--- config.mk ---
export PLATFORM = sky130hd
export DESIGN_NAME = dtw_core_scheduler
export DESIGN_NICKNAME = d
export VERILOG_FILES = /design/src/rtl/dtw_sched_pkg.sv /design/src/rtl/rr_pick.sv /design/src/rtl/dtw_core_scheduler.sv
export SDC_FILE = /design/constraint.sdc
export NUM_CORES = 1
export LEC_CHECK = 0
export CORE_ASPECT_RATIO = 0.5
export CORE_MARGIN = 2
export CORE_UTILIZATION = 41
export DETAILED_ROUTE_END_ITERATION = 12
export PLACE_DENSITY = 0.82
export SLEW_MARGIN = 25
export SYNTH_ARGS = -nofsm -noshare
export SYNTH_HDL_FRONTEND = slang
export SYNTH_HIERARCHICAL = 1
export SYNTH_SLANG_ARGS = --single-unit
--- constraint.sdc ---
create_clock -name clk -period 3.7 [get_ports clk]
set_clock_uncertainty 0.05 [all_clocks]
set_input_delay 0.74 -clock clk [delete_from_list [all_inputs] [get_ports clk]]
set_output_delay 0.74 -clock clk [all_outputs]
set_load 0.01 [all_outputs]
--- src/rtl/dtw_sched_pkg.sv ---
// Shared types for the DTW core scheduler: FSM state enums, result packet length
// and the cyclic first-set search used by both round-robin arbiters.
package dtw_sched_pkg;

   typedef enum logic [2:0] {
      S_IDLE,
      S_SELECT,
      S_START,
      S_WAIT_BUSY,
      S_STREAM
   } disp_state_t;

   typedef enum logic {
      R_IDLE,
      R_XFER
   } res_state_t;

   localparam int RES_WORDS = 3;
   localparam int MAX_CORES = 16;

   // Returns {found, index}: the first set bit of req at or after ptr, wrapping at n.
   function automatic logic [4:0] rr_first(input logic [MAX_CORES-1:0] req,
                                           input logic [3:0]           ptr,
                                           input int                   n);
      logic [4:0] res;
      int         k;
      res = '0;
      for (int i = 0; i < MAX_CORES; i++) begin
         k = int'(ptr) + i;
         if (k >= n) k = k - n;
         if ((i < n) && !res[4] && req[k[3:0]]) res = {1'b1, k[3:0]};
      end
      return res;
   endfunction

endpackage

--- src/rtl/rr_pick.sv ---
// Cyclic priority encoder: first asserted request at or after the pointer.
module rr_pick #(
   parameter int N  = 4,
   parameter int IW = $clog2(N)
) (
   input  logic [N-1:0]  req,
   input  logic [IW-1:0] ptr,
   output logic [IW-1:0] idx,
   output logic          found
);
   import dtw_sched_pkg::*;

   logic [4:0] pick;
   logic       unused_pick;

   always_comb begin
      pick  = rr_first(MAX_CORES'(req), 4'(ptr), N);
      idx   = pick[IW-1:0];
      found = pick[4];
   end

   assign unused_pick = ^pick[3:0];

endmodule

--- src/rtl/dtw_core_scheduler.sv ---
// Dispatches query packets round-robin to idle DTW cores and merges their
// 3-word result packets back into a single output stream.
module dtw_core_scheduler #(
   parameter int NUM_CORES  = 4,
   parameter int SQG_SIZE   = 256,
   parameter int AXIS_WIDTH = 32
) (
   input  logic                            clk,
   input  logic                            rst,
   input  logic                            enable,
   input  logic                            in_valid,
   output logic                            in_ready,
   input  logic [AXIS_WIDTH-1:0]           in_data,
   input  logic [NUM_CORES-1:0]            core_busy,
   output logic [NUM_CORES-1:0]            core_rs,
   output logic [NUM_CORES-1:0]            core_wr_en,
   output logic [AXIS_WIDTH-1:0]           core_wr_data,
   input  logic [NUM_CORES-1:0]            core_fifo_full,
   input  logic [NUM_CORES-1:0]            res_valid,
   input  logic [NUM_CORES*AXIS_WIDTH-1:0] res_data,
   output logic [NUM_CORES-1:0]            res_rd_en,
   output logic                            out_valid,
   input  logic                            out_ready,
   output logic [AXIS_WIDTH-1:0]           out_data,
   output logic                            out_last,
   output logic [31:0]                     n_dispatched,
   output logic [31:0]                     n_completed
);
   import dtw_sched_pkg::*;

   localparam int IW = $clog2(NUM_CORES);
   localparam int CW = $clog2(SQG_SIZE + 1);

   disp_state_t          disp_state_q, disp_state_d;
   logic [IW-1:0]        sel_q, sel_d;
   logic [IW-1:0]        rr_ptr_q, rr_ptr_d;
   logic [CW-1:0]        wcnt_q, wcnt_d;
   logic [31:0]          n_disp_q, n_disp_d;
   res_state_t           res_state_q, res_state_d;
   logic [IW-1:0]        rsel_q, rsel_d;
   logic [IW-1:0]        rr_res_q, rr_res_d;
   logic [1:0]           rcnt_q, rcnt_d;
   logic [31:0]          n_comp_q, n_comp_d;
   logic [NUM_CORES-1:0] assigned_q, assigned_d;
   logic [NUM_CORES-1:0] set_vec, clr_vec;
   logic [NUM_CORES-1:0] free_vec;
   logic [IW-1:0]        disp_idx, res_idx;
   logic                 disp_found, res_found;
   logic                 in_fire, out_fire;

   assign free_vec = ~assigned_q & ~core_busy;

   rr_pick #(.N(NUM_CORES), .IW(IW)) u_disp_pick (
      .req   (free_vec),
      .ptr   (rr_ptr_q),
      .idx   (disp_idx),
      .found (disp_found)
   );

   rr_pick #(.N(NUM_CORES), .IW(IW)) u_res_pick (
      .req   (res_valid),
      .ptr   (rr_res_q),
      .idx   (res_idx),
      .found (res_found)
   );

   always_comb begin
      disp_state_d = disp_state_q;
      sel_d        = sel_q;
      rr_ptr_d     = rr_ptr_q;
      wcnt_d       = wcnt_q;
      n_disp_d     = n_disp_q;
      set_vec      = '0;
      core_rs      = '0;
      core_wr_en   = '0;
      core_wr_data = '0;
      in_ready     = 1'b0;
      in_fire      = 1'b0;
      case (disp_state_q)
         S_IDLE: begin
            if (enable) disp_state_d = S_SELECT;
         end
         S_SELECT: begin
            if (!enable) begin
               disp_state_d = S_IDLE;
            end else if (disp_found) begin
               sel_d        = disp_idx;
               disp_state_d = S_START;
            end
         end
         S_START: begin
            core_rs[sel_q] = 1'b1;
            set_vec[sel_q] = 1'b1;
            disp_state_d   = S_WAIT_BUSY;
         end
         // The core flushes its source FIFO while idle, so writes wait for busy.
         S_WAIT_BUSY: begin
            if (core_busy[sel_q]) begin
               wcnt_d       = '0;
               disp_state_d = S_STREAM;
            end
         end
         S_STREAM: begin
            in_ready = !core_fifo_full[sel_q];
            in_fire  = in_valid && in_ready;
            if (in_fire) begin
               core_wr_en[sel_q] = 1'b1;
               core_wr_data      = in_data;
               if (wcnt_q == CW'(SQG_SIZE)) begin
                  n_disp_d     = n_disp_q + 32'd1;
                  rr_ptr_d     = (sel_q == IW'(NUM_CORES - 1)) ? '0 : sel_q + IW'(1);
                  disp_state_d = S_SELECT;
               end else begin
                  wcnt_d = wcnt_q + CW'(1);
               end
            end
         end
         default: disp_state_d = S_IDLE;
      endcase
   end

   always_comb begin
      res_state_d = res_state_q;
      rsel_d      = rsel_q;
      rr_res_d    = rr_res_q;
      rcnt_d      = rcnt_q;
      n_comp_d    = n_comp_q;
      clr_vec     = '0;
      res_rd_en   = '0;
      out_valid   = 1'b0;
      out_data    = '0;
      out_last    = 1'b0;
      out_fire    = 1'b0;
      case (res_state_q)
         R_IDLE: begin
            if (res_found) begin
               rsel_d      = res_idx;
               rcnt_d      = '0;
               res_state_d = R_XFER;
            end
         end
         R_XFER: begin
            out_valid = res_valid[rsel_q];
            out_data  = res_data[rsel_q*AXIS_WIDTH +: AXIS_WIDTH];
            out_last  = (rcnt_q == 2'(RES_WORDS - 1));
            out_fire  = out_valid && out_ready;
            if (out_fire) begin
               res_rd_en[rsel_q] = 1'b1;
               if (rcnt_q == 2'(RES_WORDS - 1)) begin
                  clr_vec[rsel_q] = 1'b1;
                  n_comp_d        = n_comp_q + 32'd1;
                  rr_res_d        = (rsel_q == IW'(NUM_CORES - 1)) ? '0 : rsel_q + IW'(1);
                  res_state_d     = R_IDLE;
               end else begin
                  rcnt_d = rcnt_q + 2'd1;
               end
            end
         end
         default: res_state_d = R_IDLE;
      endcase
   end

   // Set and clear never collide on one index: a set needs the bit already clear.
   assign assigned_d = (assigned_q | set_vec) & ~clr_vec;

   always_ff @(posedge clk or posedge rst) begin
      if (rst) begin
         disp_state_q <= S_IDLE;
         sel_q        <= '0;
         rr_ptr_q     <= '0;
         wcnt_q       <= '0;
         n_disp_q     <= '0;
         res_state_q  <= R_IDLE;
         rsel_q       <= '0;
         rr_res_q     <= '0;
         rcnt_q       <= '0;
         n_comp_q     <= '0;
         assigned_q   <= '0;
      end else begin
         disp_state_q <= disp_state_d;
         sel_q        <= sel_d;
         rr_ptr_q     <= rr_ptr_d;
         wcnt_q       <= wcnt_d;
         n_disp_q     <= n_disp_d;
         res_state_q  <= res_state_d;
         rsel_q       <= rsel_d;
         rr_res_q     <= rr_res_d;
         rcnt_q       <= rcnt_d;
         n_comp_q     <= n_comp_d;
         assigned_q   <= assigned_d;
      end
   end

   assign n_dispatched = n_disp_q;
   assign n_completed  = n_comp_q;

endmodule

After elaboration in Yosys (flattened, before gate mapping)
Cells that the tools add are included.
{"block": "op_classes", "n_mux": 77, "bitwise_logic": 7, "eq_ne": 17, "n_shift": 1, "add_sub_neg": 20, "reduce_logical": 26, "magnitude_cmp": 20, "multipliers": 0, "n_div": 0}
{"operator": "32-bit by 4-bit >= comparator with 1-bit output, second input constant", "n": 6}
{"operator": "128-bit by 8-bit indexed part select with 32-bit output", "n": 1}
{"operator": "32-bit two-way mux", "n": 3}
{"operator": "32-bit by 1-bit adder with 32-bit output, second input constant", "n": 2}
{"operator": "4-bit two-way mux", "n": 16}
{"operator": "4-bit by 5-bit < comparator with 1-bit output, second input constant", "n": 8}
{"operator": "5-bit two-way mux", "n": 8}
{"operator": "1-bit binary-select mux with 4-bit select", "n": 8}
{"operator": "9-bit two-way mux", "n": 3}
{"operator": "4-bit subtractor, second input constant", "n": 6}
{"operator": "1-bit two-way mux", "n": 19}
{"operator": "3-bit two-way mux", "n": 6}
{"operator": "9-bit case mux with 2 select lines", "n": 1}
{"operator": "3-bit case mux with 5 select lines", "n": 1}
{"operator": "2-bit by 2-bit adder with 3-bit output, second input constant", "n": 4}
{"operator": "2-bit inequality test, second input constant", "n": 6}
{"operator": "4-bit NOT", "n": 3}
{"operator": "3-bit AND reduction", "n": 4}
{"operator": "1-bit logical AND", "n": 10}
{"operator": "2-bit two-way mux", "n": 5}
{"operator": "9-bit by 1-bit adder with 9-bit output, second input constant", "n": 1}
{"operator": "9-bit == test, second input constant", "n": 1}
{"operator": "4-bit bitwise AND", "n": 2}
{"operator": "2-bit by 3-bit subtractor with 4-bit output, second input constant", "n": 2}
{"operator": "23 further kinds", "n": 42}
{"block": "word_totals", "word_cells": 179, "output_inout_bits": 143, "memories": 0, "latch_bits": 0, "in_bits": 177, "romBits": 0, "reg_bits": 91, "ram_bits": 0}

Longest topological paths before layout
{"block": "logic_depth", "ltp_word": 17, "mapped_depth": 11, "depth_no_buf": 10}

By module
Netlist, hierarchy kept.
{"mod": "dtw_core_scheduler", "area_per_inst_um2": 5788.1, "cells_each": 563, "instances": 1, "seq_area_each_um2": 2277.2}
{"mod": "rr_pick", "area_per_inst_um2": 310.3, "cells_each": 39, "instances": 2, "seq_area_each_um2": 0.0}

Worst setup path after synthesis
OpenSTA, ideal clock, no wires.
{"block": "synth_timing", "kind": "input port to output port", "from": "in core_fifo_full[2]", "to": "out core_wr_data[10]", "n_path_buf": 2, "arrival_time_ps": 1826, "slack_ps": 1084, "stages": 5, "required_time_ps": 2910, "path_cell_list": "mux2_4 > o22ai_1 > buf_2 > clkbuf_1 > and3_1"}
{"block": "synth_via", "elab_chain_cells": 6}
{"item": "from (decl)", "line_no": "dtw_core_scheduler.sv:18", "text": "input logic [NUM_CORES-1:0] core_fifo_full,"}
{"item": "1-bit binary-select mux with 2-bit select", "line_no": "dtw_core_scheduler.sv:104", "text": "in_ready = !core_fifo_full[sel_q];"}
{"item": "1-bit two-way mux (implied by the code)", "line_no": "dtw_core_scheduler.sv:104"}
{"item": "1-bit zero test", "line_no": "dtw_core_scheduler.sv:104"}
{"item": "1-bit logical AND", "line_no": "dtw_core_scheduler.sv:105", "text": "in_fire = in_valid && in_ready;"}
{"item": "32-bit two-way mux", "line_no": "dtw_core_scheduler.sv:106", "text": "if (in_fire) begin"}
{"item": "32-bit two-way mux", "line_no": "dtw_core_scheduler.sv:79", "text": "case (disp_state_q)"}
{"item": "to (decl)", "line_no": "dtw_core_scheduler.sv:17", "text": "output logic [AXIS_WIDTH-1:0] core_wr_data,"}
Every way passes these cells. The select of a mux whose other input is x is not followed.

Worst setup path after layout
{"block": "layout_timing", "from": "in core_fifo_full[1]", "to": "out core_wr_data[5]"}
Same word-level chain as after synthesis.

==> impl_metrics.csv <==
group,metric,value,unit
status,status,"complete, no violations",
cells_and_area,layout-drive-gt1-share,0.0891,
cells_and_area,nFillCells,1178,
die,start_util,0.418,
route,first_pass_iters,5,
worst_hold_path,holdCritStartpoint,"n_completed[31]",
clocking,cts-htree-levels,3,
critical_path,r2r-start,"disp_state_q[0]",
synth,synth_cell_types,54,
timing,timing.hold.ws,0.417,ns
route,drtIter0Drc,358,
critical_path,slowest_stage,"clkdlybuf4s50_1",
die,dieWidth,181,um
clocking,clk_path_buf_depth,2,
critical_path,crit_path_start_kind,"input port",
critical_path,cp_max_fo,32,
critical_path,startpoint,"core_fifo_full[1]",
route,drt-total-wl,20.9,mm
critical_path,critPathBufInv,3,
route,final_antenna_net_count,0,
power,ir_worst_vdd,0.265,mV
synth,syn-num-nets,839,
timing,setup_slack,0.157,ns
worst_hold_path,hp-class,"reg -> reg",
synth,synthArstFlopShare,1.00,
placed_design,gp_congestion,0.912,
timing,max_freq,282,MHz
critical_path,path_class,"in -> out",
clocking,cts_resized,0,
cells_and_area,layout_commonest_cell,"clkdlybuf4s50_1",
clocking,cts-root-buf,"clkbuf_16",
global_route,grt_max_degree,48,
clocking,ctsHoldBuffers,0,
timing,setup_viol,0,
route,wire_per_inst,18.1,um
synth,synth_area_per_cell,10.0,sq um
clocking,cts_setup_buffers,0,
die,die-area,16700,sq um
clocking,cts.sinks,91,
timing,tightest_slew,0.897,ns
timing,setup_tns,0,ns
critical_path,cp_cell_sequence,"clkdlybuf4s50_1, mux2_2, o22ai_2, buf_4, and3_1, clkdlybuf4s50_1",
synth,synth-main-ff-cell,"dfrtp_1",
route,via_count,6197,
synth,ys_ff_latch,91,
global_route,grt_pass1_vias,6175,
cells_and_area,fin_nets,1147,
global_route,track_usage,0.250,
cells_and_area,layout_common_cells,"clkdlybuf4s50_1, dfrtp_1, nand2_1",
critical_path,cp_slowest_stage_delay,0.55,ns
timing,slew_headroom,0.402,
die,die_y,92.4,um
synth,synth_edf_count,0,
power,p_leak,4.20,nW
critical_path,cp.arrival,2.75,ns
timing,min_period,3.54,ns
global_route,grt_pass1_wl,33.2,mm
route,drc,0,
die,pin_count,320,
cells_and_area,multi_input_area,3900,sq um
timing,final-max-slew-violation-count,0,
synth,synth_warnings,6,
flow_run,maxCapViolCount,0,
critical_path,critPathRequiredTime,2.91,ns
global_route,antenna_found_initial,2,
clocking,clkTransAtPathRegs,0.06,ns
clocking,cts_tree,"done",
clocking,insertion_delay,0.33,ns
synth,netlist_area,6410,sq um
synth,yosysSeqAreaShare,0.355,
route,vias_per_cell,5.34,
placed_design,dp_slack,0.168,ns
die,rows,32,
die,core_area,15300,sq um
timing,grt_setup_unrepaired,"no",
clocking,cts_buffers,9,
power,power-per-cell-area,467,nW/um^2
placed_design,io_buffers,319,
synth,syn_inst,641,
placed_design,dp_hpwl,16.7,mm
critical_path,cp_top_family,"buffers and inverters",
critical_path,crit_top_cell,"clkdlybuf4s50_1",
timing,period_share,0.958,
cells_and_area,regArea,2280,sq um
timing,finalHoldViolCount,0,
global_route,overflow,0,
critical_path,cp-end-kind,"output pin",
cells_and_area,synthToLayoutAreaGrowth,58.2,%
==> stage by stage <==
step	utilization	instances	cell area, sq um	power, mW
floorplan	-	641	6410	2.76
global placement	0.641	1142	9840	3.76
detailed placement	0.641	1142	9840	3.82
CTS	0.661	1158	10100	4.75
global route	0.661	1160	10100	5.01
finish	0.661	1160	10100	4.73
==> worst paths after layout <==
check                                   end  slack, ns  depth (start not counted)
max in group asynchronous   n_dispatched[2]       2.09                          3
min in group asynchronous   n_completed[18]       0.81                          2
min reg2reg                 n_completed[31]       0.42                          1
min                         n_completed[31]       0.42                          1
max                         core_wr_data[5]       0.16                          6
max reg2reg                n_dispatched[18]       1.08                          6
==> sequential cells by signal, indices dropped and copies added (netlist names) <==
signal and count:
disp_state_q 3, res_state_q 1, sel_q 2, rcnt_q 2, assigned_q 4, n_completed 32, rsel_q 2, n_dispatched 32
wcnt_q 9, rr_ptr_q 2, rr_res_q 2
==> logic make-up after synthesis <==
kind of cell             count (synthesis)  synth area share
AND/OR/NAND/NOR                        288             0.248
flip-flops                              91             0.355
AO/OA/AOI/OAI                           70            0.0738
XOR/XNOR                                65            0.0888
buffers and inverters                   59            0.0375
multiplexers                            47             0.155
adder cells (fa/ha/maj)                 21            0.0410
==> routing by layer <==
metal / track usage / part of all wire / routed length, um / vias up
li1: - / - / - / 2913
met1: 0.333 / 0.43 / 9080 / 3063
met2: 0.426 / 0.50 / 10500 / 196
met3: 0.0456 / 0.048 / 1000 / 25
met4: 0.0565 / 0.017 / 366 / 0
met5: 0 / 0 / 0 / -
==> final cells by class <==
type,count,share of cell area
Tap cell,204,0.0252
Sequential cell,91,0.225
Clock buffer,10,0.0226
Multi-Input combinational cell,491,0.385
Timing Repair Buffer,328,0.325
Clock inverter,6,0.00654
Inverter,28,0.0105
Antenna cell,2,0.000494
==> cell usage after synthesis (2+ instances only) <==
library cell | number | area [sq um]
a211oi_1 | 2 | 15.0
a21boi_0 | 4 | 30.0
a21boi_2 | 2 | 22.5
a21o_1 | 3 | 22.5
a21oi_1 | 9 | 45.0
a21oi_2 | 3 | 26.3
a221o_1 | 2 | 20.0
a2bb2oi_1 | 4 | 35.0
a32oi_1 | 2 | 17.5
and2_1 | 48 | 300
and3_1 | 46 | 288
and4_1 | 7 | 61.3
buf_2 | 12 | 60.1
clkbuf_1 | 17 | 63.8
dfrtp_1 | 91 | 2280
ha_1 | 21 | 263
inv_1 | 28 | 105
mux2_1 | 2 | 22.5
mux2_2 | 4 | 45.0
mux4_1 | 3 | 78.8
mux4_2 | 37 | 833
nand2_1 | 60 | 225
nand2b_1 | 9 | 56.3
nand3_1 | 33 | 165
nand3b_1 | 2 | 15.0
nand4_1 | 17 | 106
nor2_1 | 34 | 128
nor2_2 | 3 | 18.8
nor2b_1 | 3 | 18.8
nor3_1 | 13 | 65.1
nor4_1 | 3 | 18.8
nor4b_2 | 2 | 30.0
o21a_1 | 3 | 22.5
o21ai_0 | 22 | 110
o21ai_1 | 3 | 15.0
o22ai_1 | 3 | 18.8
o31ai_1 | 3 | 22.5
o41ai_1 | 2 | 17.5
xnor2_1 | 42 | 368
xor2_1 | 23 | 201
==> power by group <==
part / switching (mW) / total, mW / leakage, nW / internal [mW]
logic: 1.08 / 2.48 / 2.87 / 1.40
clock network: 0.386 / 0.910 / 0.135 / 0.524
registers: 0.228 / 1.34 / 1.19 / 1.11
total: 1.69 / 4.73 / 4.20 / 3.04
(Power assumes the default switching activity.)
